File: src/rtl/multicycle_ctrl_if.sv
// -----------------------------------------------------------------------------
// multicycle_ctrl_if
// Purpose : Bundles the control FSM's datapath/memory-facing signals.
// Signals :
//   opcode, funct, zero, mem_ready         -> into the controller
//   mem_req, mem_write, iord, ir_write,
//   pc_write, pc_src, reg_write, reg_dst,
//   mem_to_reg, alu_src_a, alu_src_b,
//   alu_control, fault, state              <- from the controller
// Modports: master = controller, slave = datapath / memory side.
// -----------------------------------------------------------------------------
interface multicycle_ctrl_if;
    logic [5:0] opcode;
    logic [5:0] funct;
    logic       zero;
    logic       mem_ready;

    logic       mem_req;
    logic       mem_write;
    logic       iord;
    logic       ir_write;
    logic       pc_write;
    logic [1:0] pc_src;
    logic       reg_write;
    logic       reg_dst;
    logic       mem_to_reg;
    logic       alu_src_a;
    logic [1:0] alu_src_b;
    logic [2:0] alu_control;
    logic       fault;
    logic [3:0] state;

    modport master (
        input  opcode, funct, zero, mem_ready,
        output mem_req, mem_write, iord, ir_write, pc_write, pc_src,
               reg_write, reg_dst, mem_to_reg, alu_src_a, alu_src_b,
               alu_control, fault, state
    );

    modport slave (
        output opcode, funct, zero, mem_ready,
        input  mem_req, mem_write, iord, ir_write, pc_write, pc_src,
               reg_write, reg_dst, mem_to_reg, alu_src_a, alu_src_b,
               alu_control, fault, state
    );
endinterface

File: src/rtl/multicycle_ctrl.sv
// -----------------------------------------------------------------------------
// multicycle_ctrl
// Purpose : Multicycle control FSM in front of a 32-bit ALU datapath. Sequences
//           lw/sw/R-type/beq/addi/j over 3-5 cycles, with a req/ready memory
//           handshake guarded by a watchdog; illegal encodings or watchdog
//           expiry park the FSM in a sticky FAULT state (exit by reset only).
// Ports   :
//   clk    - clock, rising edge
//   rst_n  - synchronous active-low reset; forces every output to 0 while low
//   bus    - multicycle_ctrl_if.master (decode inputs, control outputs)
// Params  :
//   MAX_WAIT - tolerated consecutive not-ready cycles per access (0 = off)
// Config  :
//   MULTICYCLE_CTRL_BNE_EN - when defined, opcode 000101 (bne) is legal.
// -----------------------------------------------------------------------------
module multicycle_ctrl #(
    parameter int unsigned MAX_WAIT = 15
) (
    input  logic               clk,
    input  logic               rst_n,
    multicycle_ctrl_if.master  bus
);

    localparam int unsigned CNT_W    = (MAX_WAIT > 0) ? $clog2(MAX_WAIT + 1) : 1;
    localparam int unsigned WD_LIMIT = (MAX_WAIT > 0) ? (MAX_WAIT - 1) : 0;

    typedef enum logic [3:0] {
        S_FETCH    = 4'd0,
        S_DECODE   = 4'd1,
        S_MEMADR   = 4'd2,
        S_MEMREAD  = 4'd3,
        S_MEMWB    = 4'd4,
        S_MEMWRITE = 4'd5,
        S_EXECUTE  = 4'd6,
        S_ALUWB    = 4'd7,
        S_BRANCH   = 4'd8,
        S_ADDIEXEC = 4'd9,
        S_ADDIWB   = 4'd10,
        S_JUMP     = 4'd11,
        S_FAULT    = 4'd15
    } state_t;

    state_t             r_state;
    state_t             w_next_state;
    logic [CNT_W-1:0]   r_wait_cnt;
    logic               r_is_sw;      // lw/sw choice, captured in DECODE
`ifdef MULTICYCLE_CTRL_BNE_EN
    logic               r_is_bne;     // beq/bne choice, captured in DECODE
`endif

    logic               w_funct_ok;
    logic               w_wd_fire;

    logic               w_mem_req;
    logic               w_mem_write;
    logic               w_iord;
    logic               w_ir_write;
    logic               w_pc_write;
    logic [1:0]         w_pc_src;
    logic               w_reg_write;
    logic               w_reg_dst;
    logic               w_mem_to_reg;
    logic               w_alu_src_a;
    logic [1:0]         w_alu_src_b;
    logic [2:0]         w_alu_control;
    logic               w_fault;

    // Supported R-type function codes
    always_comb begin
        case (bus.funct)
            6'b100000, 6'b100010, 6'b100100,
            6'b100101, 6'b101010: w_funct_ok = 1'b1;
            default:              w_funct_ok = 1'b0;
        endcase
    end

    // Watchdog fires on the last tolerated not-ready cycle; ready wins
    assign w_wd_fire = (MAX_WAIT > 0) && w_mem_req && !bus.mem_ready &&
                       (r_wait_cnt == CNT_W'(WD_LIMIT));

    // Next-state logic
    always_comb begin
        w_next_state = r_state;
        case (r_state)
            S_FETCH:    if (bus.mem_ready) w_next_state = S_DECODE;
            S_DECODE: begin
                case (bus.opcode)
                    6'b100011, 6'b101011: w_next_state = S_MEMADR;
                    6'b000000:            w_next_state = w_funct_ok ? S_EXECUTE : S_FAULT;
                    6'b000100:            w_next_state = S_BRANCH;
`ifdef MULTICYCLE_CTRL_BNE_EN
                    6'b000101:            w_next_state = S_BRANCH;
`endif
                    6'b001000:            w_next_state = S_ADDIEXEC;
                    6'b000010:            w_next_state = S_JUMP;
                    default:              w_next_state = S_FAULT;
                endcase
            end
            S_MEMADR:   w_next_state = r_is_sw ? S_MEMWRITE : S_MEMREAD;
            S_MEMREAD:  if (bus.mem_ready) w_next_state = S_MEMWB;
            S_MEMWB:    w_next_state = S_FETCH;
            S_MEMWRITE: if (bus.mem_ready) w_next_state = S_FETCH;
            S_EXECUTE:  w_next_state = S_ALUWB;
            S_ALUWB:    w_next_state = S_FETCH;
            S_BRANCH:   w_next_state = S_FETCH;
            S_ADDIEXEC: w_next_state = S_ADDIWB;
            S_ADDIWB:   w_next_state = S_FETCH;
            S_JUMP:     w_next_state = S_FETCH;
            S_FAULT:    w_next_state = S_FAULT;
            default:    w_next_state = S_FAULT;
        endcase
        if (w_wd_fire) begin
            w_next_state = S_FAULT;
        end
    end

    // State, watchdog counter and decode captures
    always_ff @(posedge clk) begin
        if (!rst_n) begin
            r_state    <= S_FETCH;
            r_wait_cnt <= '0;
            r_is_sw    <= 1'b0;
`ifdef MULTICYCLE_CTRL_BNE_EN
            r_is_bne   <= 1'b0;
`endif
        end else begin
            r_state <= w_next_state;
            if (bus.mem_ready || (w_next_state != r_state)) begin
                r_wait_cnt <= '0;
            end else if (w_mem_req) begin
                r_wait_cnt <= r_wait_cnt + CNT_W'(1);
            end
            if (r_state == S_DECODE) begin
                r_is_sw  <= (bus.opcode == 6'b101011);
`ifdef MULTICYCLE_CTRL_BNE_EN
                r_is_bne <= (bus.opcode == 6'b000101);
`endif
            end
        end
    end

    // Per-state control decode (outputs follow the current state)
    always_comb begin
        w_mem_req     = 1'b0;
        w_mem_write   = 1'b0;
        w_iord        = 1'b0;
        w_ir_write    = 1'b0;
        w_pc_write    = 1'b0;
        w_pc_src      = 2'b00;
        w_reg_write   = 1'b0;
        w_reg_dst     = 1'b0;
        w_mem_to_reg  = 1'b0;
        w_alu_src_a   = 1'b0;
        w_alu_src_b   = 2'b00;
        w_alu_control = 3'b000;
        w_fault       = 1'b0;
        case (r_state)
            S_FETCH: begin
                w_mem_req     = 1'b1;
                w_alu_src_b   = 2'b01;
                w_alu_control = 3'b010;
                w_ir_write    = bus.mem_ready;
                w_pc_write    = bus.mem_ready;
            end
            S_DECODE: begin
                w_alu_src_b   = 2'b11;
                w_alu_control = 3'b010;
            end
            S_MEMADR, S_ADDIEXEC: begin
                w_alu_src_a   = 1'b1;
                w_alu_src_b   = 2'b10;
                w_alu_control = 3'b010;
            end
            S_MEMREAD: begin
                w_mem_req = 1'b1;
                w_iord    = 1'b1;
            end
            S_MEMWB: begin
                w_reg_write  = 1'b1;
                w_mem_to_reg = 1'b1;
            end
            S_MEMWRITE: begin
                w_mem_req   = 1'b1;
                w_mem_write = 1'b1;
                w_iord      = 1'b1;
            end
            S_EXECUTE: begin
                w_alu_src_a = 1'b1;
                case (bus.funct)
                    6'b100010: w_alu_control = 3'b110;
                    6'b100100: w_alu_control = 3'b000;
                    6'b100101: w_alu_control = 3'b001;
                    6'b101010: w_alu_control = 3'b111;
                    default:   w_alu_control = 3'b010;
                endcase
            end
            S_ALUWB: begin
                w_reg_write = 1'b1;
                w_reg_dst   = 1'b1;
            end
            S_BRANCH: begin
                w_alu_src_a   = 1'b1;
                w_alu_control = 3'b110;
                w_pc_src      = 2'b01;
`ifdef MULTICYCLE_CTRL_BNE_EN
                w_pc_write    = r_is_bne ? !bus.zero : bus.zero;
`else
                w_pc_write    = bus.zero;
`endif
            end
            S_ADDIWB: begin
                w_reg_write = 1'b1;
            end
            S_JUMP: begin
                w_pc_src   = 2'b10;
                w_pc_write = 1'b1;
            end
            S_FAULT: begin
                w_fault = 1'b1;
            end
            default: begin
                w_fault = 1'b0;
            end
        endcase
    end

    // Reset masks every output in the same cycle it is asserted
    assign bus.mem_req     = rst_n & w_mem_req;
    assign bus.mem_write   = rst_n & w_mem_write;
    assign bus.iord        = rst_n & w_iord;
    assign bus.ir_write    = rst_n & w_ir_write;
    assign bus.pc_write    = rst_n & w_pc_write;
    assign bus.pc_src      = rst_n ? w_pc_src      : 2'b00;
    assign bus.reg_write   = rst_n & w_reg_write;
    assign bus.reg_dst     = rst_n & w_reg_dst;
    assign bus.mem_to_reg  = rst_n & w_mem_to_reg;
    assign bus.alu_src_a   = rst_n & w_alu_src_a;
    assign bus.alu_src_b   = rst_n ? w_alu_src_b   : 2'b00;
    assign bus.alu_control = rst_n ? w_alu_control : 3'b000;
    assign bus.fault       = rst_n & w_fault;
    assign bus.state       = rst_n ? r_state       : 4'd0;

endmodule

File: src/flat_wrapper.sv
// flat-port wrapper written by rule: the top's interface ports become plain ports
module multicycle_ctrl_flat 
#(
    parameter int unsigned MAX_WAIT = 15
)
  (clk, rst_n, bus_opcode, bus_funct, bus_zero, bus_mem_ready, bus_mem_req, bus_mem_write, bus_iord, bus_ir_write, bus_pc_write, bus_pc_src, bus_reg_write, bus_reg_dst, bus_mem_to_reg, bus_alu_src_a, bus_alu_src_b, bus_alu_control, bus_fault, bus_state);
  multicycle_ctrl_if bus_i ();
  input  logic clk;
  input  logic rst_n;
  input wire logic [$bits(bus_i.opcode)-1:0] bus_opcode;
  input wire logic [$bits(bus_i.funct)-1:0] bus_funct;
  input wire logic [$bits(bus_i.zero)-1:0] bus_zero;
  input wire logic [$bits(bus_i.mem_ready)-1:0] bus_mem_ready;
  output wire logic [$bits(bus_i.mem_req)-1:0] bus_mem_req;
  output wire logic [$bits(bus_i.mem_write)-1:0] bus_mem_write;
  output wire logic [$bits(bus_i.iord)-1:0] bus_iord;
  output wire logic [$bits(bus_i.ir_write)-1:0] bus_ir_write;
  output wire logic [$bits(bus_i.pc_write)-1:0] bus_pc_write;
  output wire logic [$bits(bus_i.pc_src)-1:0] bus_pc_src;
  output wire logic [$bits(bus_i.reg_write)-1:0] bus_reg_write;
  output wire logic [$bits(bus_i.reg_dst)-1:0] bus_reg_dst;
  output wire logic [$bits(bus_i.mem_to_reg)-1:0] bus_mem_to_reg;
  output wire logic [$bits(bus_i.alu_src_a)-1:0] bus_alu_src_a;
  output wire logic [$bits(bus_i.alu_src_b)-1:0] bus_alu_src_b;
  output wire logic [$bits(bus_i.alu_control)-1:0] bus_alu_control;
  output wire logic [$bits(bus_i.fault)-1:0] bus_fault;
  output wire logic [$bits(bus_i.state)-1:0] bus_state;
  assign bus_i.opcode = bus_opcode;
  assign bus_i.funct = bus_funct;
  assign bus_i.zero = bus_zero;
  assign bus_i.mem_ready = bus_mem_ready;
  assign bus_mem_req = bus_i.mem_req;
  assign bus_mem_write = bus_i.mem_write;
  assign bus_iord = bus_i.iord;
  assign bus_ir_write = bus_i.ir_write;
  assign bus_pc_write = bus_i.pc_write;
  assign bus_pc_src = bus_i.pc_src;
  assign bus_reg_write = bus_i.reg_write;
  assign bus_reg_dst = bus_i.reg_dst;
  assign bus_mem_to_reg = bus_i.mem_to_reg;
  assign bus_alu_src_a = bus_i.alu_src_a;
  assign bus_alu_src_b = bus_i.alu_src_b;
  assign bus_alu_control = bus_i.alu_control;
  assign bus_fault = bus_i.fault;
  assign bus_state = bus_i.state;
  multicycle_ctrl #(.MAX_WAIT(MAX_WAIT)) u_core (.clk(clk), .rst_n(rst_n), .bus(bus_i));
endmodule
File: config.mk
export PLATFORM = sky130hd
export DESIGN_NAME = multicycle_ctrl_flat
export DESIGN_NICKNAME = d
export VERILOG_FILES = /design/src/rtl/multicycle_ctrl_if.sv /design/src/rtl/multicycle_ctrl.sv /design/src/flat_wrapper.sv
export SDC_FILE = /design/constraint.sdc
export NUM_CORES = 1
export LEC_CHECK = 0
export ABC_AREA = 1
export BUFFER_PORTS_ARGS = -buffer_cell sky130_fd_sc_hd__buf_2
export CAP_MARGIN = 20
export CORE_AREA = 5 5 67 69
export DETAILED_ROUTE_END_ITERATION = 8
export DIE_AREA = 0 0 72 74
export PLACE_DENSITY = 0.52
export SLEW_MARGIN = 0
export SYNTH_ARGS = -nofsm -noshare
export SYNTH_HDL_FRONTEND = slang
export SYNTH_SLANG_ARGS = --single-unit
export TNS_END_PERCENT = 50
File: constraint.sdc
create_clock -name clk -period 2.1 [get_ports clk]
set_input_delay 0.63 -clock clk [delete_from_list [all_inputs] [get_ports clk]]
set_output_delay 0.63 -clock clk [all_outputs]
set_load 0.02 [all_outputs]
Yosys cells after proc, flatten, opt, wreduce, memory -nomap -nowiden
Cells that the tools add are included.
- $add $sub $neg: 1
- multipliers: 0
- div/mod/pow operators: 0
- order comparisons: 0
- equal/unequal tests: 24
- shift operators: 0
- muxes and demuxes: 27
- bitwise gates (word level): 11
- reduce and logical (&&, ||, !) cells: 16
- operator list (operator ; number):
    6-bit == test, second input constant ; 7
    4-bit case mux with 8 select lines ; 1
    4-bit == test, second input constant ; 6
    4-bit 2-to-1 mux ; 6
    4-bit case mux with 5 select lines ; 1
    4-bit by 3-bit == test with 1-bit output, second input constant ; 4
    3-bit case mux with 4 select lines ; 1
    1-bit bitwise AND ; 10
    1-bit 2-to-1 mux ; 10
    5-bit OR reduction ; 2
    3-bit case mux with 3 select lines ; 1
    4-bit by 2-bit == test with 1-bit output, second input constant ; 2
    2-bit OR reduction ; 4
    4-bit OR reduction ; 2
    6-bit by 2-bit == test with 1-bit output, second input constant ; 1
    6-bit by 3-bit == test with 1-bit output, second input constant ; 1
    6-bit by 4-bit == test with 1-bit output, second input constant ; 1
    6-bit zero test ; 1
    3-bit 2-to-1 mux ; 2
    2-bit case mux with 3 select lines ; 1
    3-bit OR reduction ; 2
    4-bit by 1-bit adder with 4-bit output, second input constant ; 1
    4-bit by 1-bit == test with 1-bit output, second input constant ; 1
    4-bit zero test ; 1
    8 further kinds ; 10
- flip-flop bits (word level): 9
- bits in latches: 0
- RAM bits: 0
- bits in read-only memories: 0
- bits of input ports: 16
- logic and storage cells: 82
- memories kept: 0

Depth between registers and ports, before layout
Gate-level depths: netlist (run 1).
- depth after elaboration: 10
- depth in mapped cells: 14

Least setup slack after synthesis (run 1)
No wires, ideal clock.
- path kind: input to output
- start point: in rst_n
- end point: out bus_alu_src_a
- arrival time: 1.658 ns
- slack: -0.188 ns
- stages on the path: 5
- buffers on the path: 1
- cells stage by stage: clkbuf_1 -> nand2_1 -> nor2_1 -> inv_1 -> o211ai_1
- word-level cells in the longest chain between the ends: 1
- ends and longest elaborated chain (what ; RTL line ; RTL):
    start: declaration ; flat_wrapper.sv:9 ; input logic rst_n;
    1-bit bitwise AND ; multicycle_ctrl.sv:237 ; assign bus.alu_src_a = rst_n & w_alu_src_a;
    end: declaration ; flat_wrapper.sv:23 ; output wire logic [$bits(bus_i.alu_src_a)-1:0] bus_alu_src_a;
Every way passes these cells.

Final worst setup path (run 1)
- start point: in bus_funct[4]
- end point: out bus_alu_control[1]
- word-level cells in the longest chain between the ends: 4
- elaborated cells between the ends (all ways): 7
- classes of those cells: eq/ne (4); mux (3)
- ends and longest elaborated chain (what ; RTL line ; RTL):
    start: declaration ; flat_wrapper.sv:11 ; input wire logic [$bits(bus_i.funct)-1:0] bus_funct;
    6-bit == test ; multicycle_ctrl.sv:189 ; case (bus.funct)
    3-bit case mux with 4 select lines (*) ; multicycle_ctrl.sv:189 ;
    3-bit case mux with 3 select lines (*) ; multicycle_ctrl.sv:157 ; case (r_state)
    3-bit 2-to-1 mux (*) ; multicycle_ctrl.sv:239 ; assign bus.alu_control = rst_n ? w_alu_control : 3'b000;
    end: declaration ; flat_wrapper.sv:25 ; output wire logic [$bits(bus_i.alu_control)-1:0] bus_alu_control;
Every way passes the cells marked *; elsewhere a longest branch is shown, timed or not.

==> results summary, run 1 <==
The total global-route track usage is 14.33%. The synthesis-to-layout area growth is 61.68%. The routed wire length per instance is 10.88 um. The number of cells produced by synthesis is 202.

Across the run, the number of max-cap violations was 0. The post-placement cell count is 302. The count of hold buffers inserted by post-cts repair is 0. The layout has 436 filler cells. The post-route netlist has 43.56% of its cells at a drive strength greater than 1.

The final critical-path setup slack is -0.08733 ns. The count of inserted antenna diode cells came out at 0. The final setup violation count is 3. The cell sitting at the root of the clock tree is a sky130_fd_sc_hd__clkbuf_8. Traced cell by cell, the critical path runs through buf_6 -> nor2_4 -> nand3_2 -> nand2_2 -> nor2_4 -> o21ai_2 -> a41oi_2 -> buf_4. The checks that failed: setup timing. For this run, the leading register cell type out of synthesis is sky130_fd_sc_hd__dfxtp_1. The distinct cell type count of the synthesized netlist is 29.

The number of levels the H-tree was split into is 1. The boundary pin count came out at 37. The areal power density over the cells came out at 1078 nW/um^2. After detailed routing, the number of remaining DRC violations is 0.

The top cell types in the final layout, fill and taps aside, are sky130_fd_sc_hd__nand2_1 (53), sky130_fd_sc_hd__nor2_1 (27), sky130_fd_sc_hd__buf_2 (26). Summed over all nets, the half-perimeter wirelength after detailed placement is 2668 um. The net total in the final layout is 283. The tightest min-delay check is of the reg -> reg type. The switching power summed over all nets is 0.9658 mW. The flow ran to the end, but the final reports show violations. For this run, the register share of the synthesized area comes to 16.57%. The fraction of power spent switching nets is 50.97%. The first global-routing pass estimated 6147 um of wire. Setup repair after global routing could not meet its margin everywhere. The routability congestion estimate from global placement came out at 0.7952. Dividing the final minimum period by the clock period gives 104.2%. STA classifies the critical path startpoint as an input port. The worst setup path is of the in -> out kind.

The total core area is 3856 sq um. The setup slack of the most critical reg-to-reg path came out at 0.30 ns. Buffers placed on the I/O ports in this run total 36. The via count of the first global-routing pass is 1474. The number of sinks on the clock net came out at 9.

The timing-limited maximum frequency is 457.2 MHz. The first detailed-routing pass took 4 iterations. On the worst path, the slowest cell contributes a delay of 0.18 ns. The initial standard-cell utilization of the core is 28.20%. After floorplanning, the core was divided into 23 placement rows. TritonCTS built the clock tree. Summed over all layers, the global routing overflow is 0. In the final layout, the multi-input gates occupy 888.4 sq um. The net count after synthesis came out at 220. The number of warnings issued by yosys is 0. Dividing the detail-routed via count by the number of cells gives 4.481. The cell area that synthesis handed to floorplanning was 1087 sq um. With fillers left out, the area of the finished cells amounts to 1758 sq um. The floorplan step set the die width to 72 um.

Sequential cells burn 14.5% of the power. The required time of the worst setup path is 1.47 ns. Combinational logic is responsible for 74.6% of the overall power. The number of buffers inserted during clock tree synthesis is 3. In this run, synthesis produced a sequential element count of 9. The time the final worst path needs with I/O delays and setup is 2.187 ns. The post-placement cell area is 1485 sq um. The worst max-slew margin expressed relative to the limit came out at 76.99%.

The max-slew violation count came out at 0. The most common library cell in the layout ignoring fill and taps is sky130_fd_sc_hd__nand2_1. After the flow finishes, the layout carries non-filler instances totaling 314. The largest vdd supply drop is 391.7 uV. The clock network accounts for 10.9% of the total power.

The flip-flop and latch area is 186.4 sq um. The vertical die dimension is 74 um. The slowest cell on the critical path is sky130_fd_sc_hd__buf_4. The worst-case clock skew came out at 0.0007908 ns. The total length of routed wires is 3416 um. A synthesized cell averages 5.383 sq um. The number of endpoints with negative hold slack in the final report is 0. The number of antenna violations at the first check in global routing is 0. The clock-pin slew on the worst setup and hold paths is 0.05 ns. The internal power of the cells totals 0.9289 mW. Among the stages of the critical path, the cell type that occurs most often is sky130_fd_sc_hd__nor2_4. The die covers 5328 sq um. Data on the critical path arrives at its endpoint at 1.56 ns.

The maximum root-to-sink buffer count is 2. The count of flip-flops with a built-in enable after synthesis is 0. The worst setup path is captured at an output pin. The first-iteration detailed-routing DRC count came out at 68.

The routed via count is 1407. The antenna violation net count after detailed routing came out at 0. The maximum net fanout on the critical path is 5. For this design the static power due to leakage is 0.9510 nW. The largest net degree at the start of global routing is 9. The later pin in the worst-skew pair is clocked with a latency of 0.24 ns. Counting flops with an async set or reset pin after synthesis yields a share of 0%. The pin slew with the least headroom to its limit is 0.3415 ns.
-- Yosys cell counts (all sizes together), types with 2 or more instances --
cell,instances,area (sq um)
buf,2,15.01
nor2,48,217.7
nand2,60,245.2
dfxtp,9,180.2
a21oi,9,48.80
o21ai,4,20.02
inv,35,131.4
xor2,2,17.52
nand3,20,112.6
ha,2,25.02
-- registers in the layout (all words and copies together), names as in the netlist --
name,count
u_core.r_is_sw,1
u_core.r_state,4
u_core.r_wait_cnt,4
-- layout make-up --
type	count	area share (%)
inverters	35	7.758
well taps	50	3.559
clock buffers	4	2.562
multi-input cells	155	50.53
repair buffers	61	24.98
flip-flops and latches	9	10.60
-- per-stage QoR --
stage | TNS [ns] | util [%] | total power, mW | hold WS, ns | worst slack, ns
after floorplan | -0.1770 | - | 1.087 | 0.4569 | -0.06504
after global placement | -0.4236 | 38.51 | 1.459 | 0.5033 | -0.2027
after detailed placement | -0.5474 | 38.51 | 1.456 | 0.5031 | -0.2209
after CTS | -0.09123 | 42.99 | 1.739 | 0.5101 | -0.08442
after global routing | -0.7838 | 45.59 | 2.088 | 0.5431 | -0.1615
final | -0.1709 | 45.59 | 1.895 | 0.5116 | -0.08733
-- repair_timing --
action	4_1_cts	5_1_grt
endpoints found under the setup margin	8	11
gates resized for setup	33	19
buffers inserted	4	4
pin swaps	8	11
-- cells by family (layout without fill, tap and decap cells) --
| family | Yosys count | count (layout) | share of synthesized area, % |
|---|---|---|---|
| compound gates | 18 | 18 | 9.668 |
| xor+xnor | 3 | 3 | 2.417 |
| fa+ha+maj | 2 | 2 | 2.301 |
| buf+inv | 38 | 100 | 13.81 |
| flops | 9 | 9 | 16.57 |
| simple gates | 132 | 132 | 55.24 |
-- routing by layer --
metal	routed length (um)	vias up	GRT usage, %
li1	-	753	-
met4	99	0	7.307
met1	1456	614	15.53
met3	148	11	2.027
met5	0	-	0
met2	1711	29	27.14
-- power groups by stage --
stage	clock [mW]	combinational [mW]	sequential (mW)
floorplan	0	0.836	0.251
global placement	0	1.20	0.260
detailed placement	0	1.20	0.260
CTS	0.209	1.27	0.265
global route	0.220	1.59	0.282
finish	0.207	1.41	0.274
-- critical path: cells and delay by family --
kind            cells  cell delay (ns)
simple gates        4             0.41
compound gates      2             0.23
buf+inv             2             0.27
-- path summary, 6_finish.rpt --
kind	startpoint	end	depth (start not counted)
max	bus_funct[4]	bus_alu_control[1]	8
min	u_core.r_is_sw$_SDFFE_PN0P_	u_core.r_is_sw$_SDFFE_PN0P_	2
max reg2reg	u_core.r_state[3]$_SDFF_PN0_	u_core.r_wait_cnt[2]$_SDFFE_PP0N_	15
min reg2reg	u_core.r_is_sw$_SDFFE_PN0P_	u_core.r_is_sw$_SDFFE_PN0P_	2
Note: power is estimated with default switching activity, not from simulation.
==> inputs of run 2 (changes only) <==
- SETUP_SLACK_MARGIN: not set -> 0.5
- SKIP_LAST_GASP: not set -> 1
- SLEW_MARGIN: 0 -> 10
==> run 2 against run 1 <==
Compared with the run above: the flow still finishes with violations (setup timing); maximum frequency is 1.6% higher; core utilization is 12 points higher; via count is 7.6% higher; sequential share of layout area is 1.8 points lower; register-to-register slack worse by 0.10 ns; sequential power is 11% higher; largest cell class unchanged.
==> results summary, run 2 (same netlist as run 1, synthesis figures left out) <==
The required time of the worst setup path came to 1.47 ns (about the same). The antenna violation net count after detailed routing came out at 0 (unchanged). The leakage dissipation is 1.146 nW (was 0.9510 nW).

The first-pass GRT wire length came out at 6548 um (was 6147 um). The number of buffers inserted during clock tree synthesis came out at 3 (unchanged). Violated checks: setup timing (unchanged).

The number of max-capacitance violations reported came out at 0 (unchanged). The post-placement cell count was 296 (was 302). The routed via count divided by cell count came out at 4.547 (was 4.481). The number of endpoints with negative hold slack in the final report is 0 (unchanged). The time the final worst path needs with I/O delays and setup is 2.153 ns (was 2.187 ns). Registers with the most flip-flops: u_core.r_state (4), u_core.r_wait_cnt (4), u_core.r_is_sw (1) (unchanged). The maximum cell stage delay along the critical path is 0.17 ns (was 0.18 ns). The total core area came out at 3856 sq um (unchanged). The setup total negative slack is -0.1041 ns (was -0.1709 ns). The via count of the first global-routing pass is 1505 (was 1474). The horizontal die dimension came out at 72 um (unchanged). The final setup violation count is 3 (unchanged). The maximum net fanout on the critical path was 5 (unchanged). The worst-case clock skew is 0.001084 ns (was 0.0007908 ns). The synthesis-to-layout area growth came out at 103.1% (was 61.68%). The pin slew with the least headroom to its limit came out at 0.3120 ns (was 0.3415 ns). The power after layout is 2.487 mW (was 1.895 mW). The largest vdd supply drop came out at 344.3 uV (was 391.7 uV). The detailed placement HPWL is 2650 um (was 2668 um).

The critical path capture point type was an output pin (unchanged). The first-iteration detailed-routing DRC count was 77 (was 68). The signal arrival time at the worst endpoint was 1.52 ns (was 1.56 ns). The number of I/O port buffers came to 36 (unchanged). The floorplan die area was 5328 sq um (unchanged). The number of cell rows is 23 (unchanged). The initial standard-cell utilization of the core is 28.20% (unchanged). The area used by multi-input combinational logic is 1067 sq um (was 888.4 sq um).

The net total in the final layout came out at 302 (was 283). The fraction of layout cells with a size suffix above 1 is 58.66% (was 43.56%). The count of inserted antenna diode cells is 0 (unchanged). RSZ-0062 raised after global routing: true (unchanged). The critical path launch point type is an input port (unchanged). The worst max-slew margin expressed relative to the limit is 78.98% (was 76.99%). The vertical die dimension came out at 74 um (unchanged). The type of the worst min-delay path is reg -> reg (unchanged). The most common library cell in the layout ignoring fill and taps is sky130_fd_sc_hd__buf_4 (was sky130_fd_sc_hd__nand2_1). The final standard cell utilization of the core is 57.27% (was 45.59%). The total global-route track usage came out at 15.13% (was 14.33%).

The insertion delay to the later sink of the worst-skew pair is 0.23 ns (was 0.24 ns). The iteration count of the initial detailed-routing pass is 4 (unchanged). The final critical-path setup slack came out at -0.05307 ns (was -0.08733 ns). The number of antenna violations at the first check in global routing was 0 (unchanged). The routed wire length per instance is 11.43 um (was 10.88 um).

Commonest cells after routing, fill and taps aside: sky130_fd_sc_hd__buf_4 (39), sky130_fd_sc_hd__nand2_1 (35), sky130_fd_sc_hd__nor2_1 (26) (was sky130_fd_sc_hd__nand2_1 (53), sky130_fd_sc_hd__nor2_1 (27), sky130_fd_sc_hd__buf_2 (26)). The root cell of the clock tree is sky130_fd_sc_hd__clkbuf_8 (unchanged). The post-route clock period utilization is 102.5% (was 104.2%). The clock tree from TritonCTS is done (unchanged). Critical-path cell list: buf_8 -> inv_8 -> nor2_4 -> nand3_2 -> nand2_2 -> nor2_4 -> o21ai_2 -> a41oi_2 -> buf_4 (was buf_6 -> nor2_4 -> nand3_2 -> nand2_2 -> nor2_4 -> o21ai_2 -> a41oi_2 -> buf_4).

The number of sinks on the clock net is 9 (unchanged). The routed via count came out at 1514 (was 1407). The flip-flop and latch area came out at 195.2 sq um (was 186.4 sq um).

The number of levels the H-tree was split into came to 1 (unchanged). The count of hold buffers inserted by post-cts repair is 0 (unchanged). The final cell count without fillers came out at 333 (was 314). The slowest cell on the critical path is sky130_fd_sc_hd__buf_4 (unchanged). The boundary pin count came to 37 (unchanged). The areal power density over the cells came out at 1126 nW/um^2 (was 1078 nW/um^2). Result of the run: finished, violations left (unchanged). The total length of routed wires came to 3807 um (was 3416 um).

The timing-limited maximum frequency came out at 464.5 MHz (was 457.2 MHz). The remaining design rule violation count came out at 0 (unchanged). The largest net degree at the start of global routing is 16 (was 9). The routability congestion estimate from global placement came to 0.7628 (was 0.7952).

The max-slew violation count came out at 0 (unchanged). The cell with the most instances on the worst path was sky130_fd_sc_hd__nor2_4 (unchanged). The category of the critical setup timing path was in -> out (unchanged).

The clock-pin slew on the worst setup and hold paths came to 0.05 ns (about the same). The total congestion overflow after global routing is 0 (unchanged). The number of fill cells came to 375 (was 436). The maximum root-to-sink buffer count came out at 2 (unchanged).
==> run 2: layout make-up <==
type                    count  share of cell area (%)
inverters                  35                   7.309
flip-flops and latches      9                   8.839
clock buffers               3                   1.870
repair buffers             80                   30.59
well taps                  50                   2.833
clock inverters             1                  0.2266
multi-input cells         155                   48.33
==> run 2: power breakdown <==
part / switching [mW] / leakage [nW] / internal (mW)
clock network: 0.0721 / 0.0255 / 0.130
logic: 1.05 / 1.04 / 0.930
registers: 0.0791 / 0.0759 / 0.226
==> run 2: path summary, 6_finish.rpt <==
check,startpoint,endpoint,slack (ns),depth (start not counted)
min,u_core.r_is_sw$_SDFFE_PN0P_,u_core.r_is_sw$_SDFFE_PN0P_,0.51,2
max,bus_funct[5],bus_alu_control[1],-0.05,9
max reg2reg,u_core.r_state[1]$_SDFF_PN0_,u_core.r_wait_cnt[1]$_SDFFE_PP0N_,0.20,16
min reg2reg,u_core.r_is_sw$_SDFFE_PN0P_,u_core.r_is_sw$_SDFFE_PN0P_,0.51,2
==> run 2: through the flow <==
stage	worst slack [ns]	area, sq um	hold slack (ns)
2_1_floorplan	0.1286	1321	0.4562
3_3_place_gp	-0.1407	1590	0.4978
3_5_place_dp	-0.1665	1590	0.4973
4_1_cts	-0.06020	2121	0.5041
5_1_grt	-0.1509	2208	0.5568
6_report	-0.05307	2208	0.5051
==> run 2: critical path, delay by kind of cell <==
kind / cells / cell delay [ns]
buffers and inverters: 3 / 0.27
AO/OA/AOI/OAI: 2 / 0.21
AND/OR/NAND/NOR: 4 / 0.40
==> run 2: repair_timing <==
item	CTS	global route
setup buffers	31	2
cloned	0	0
pin swaps	28	20
endpoints found under the hold margin	0	0
resized for setup	76	19
setup endpoints to repair	25	28
==> run 2: metal layers <==
| layer | share of wire [%] | track usage [%] |
|---|---|---|
| met3 | 4.4 | 2.432 |
| met2 | 52 | 29.29 |
| met1 | 42 | 17.17 |
| met5 | 0 | 0 |
| met4 | 1.3 | 3.967 |
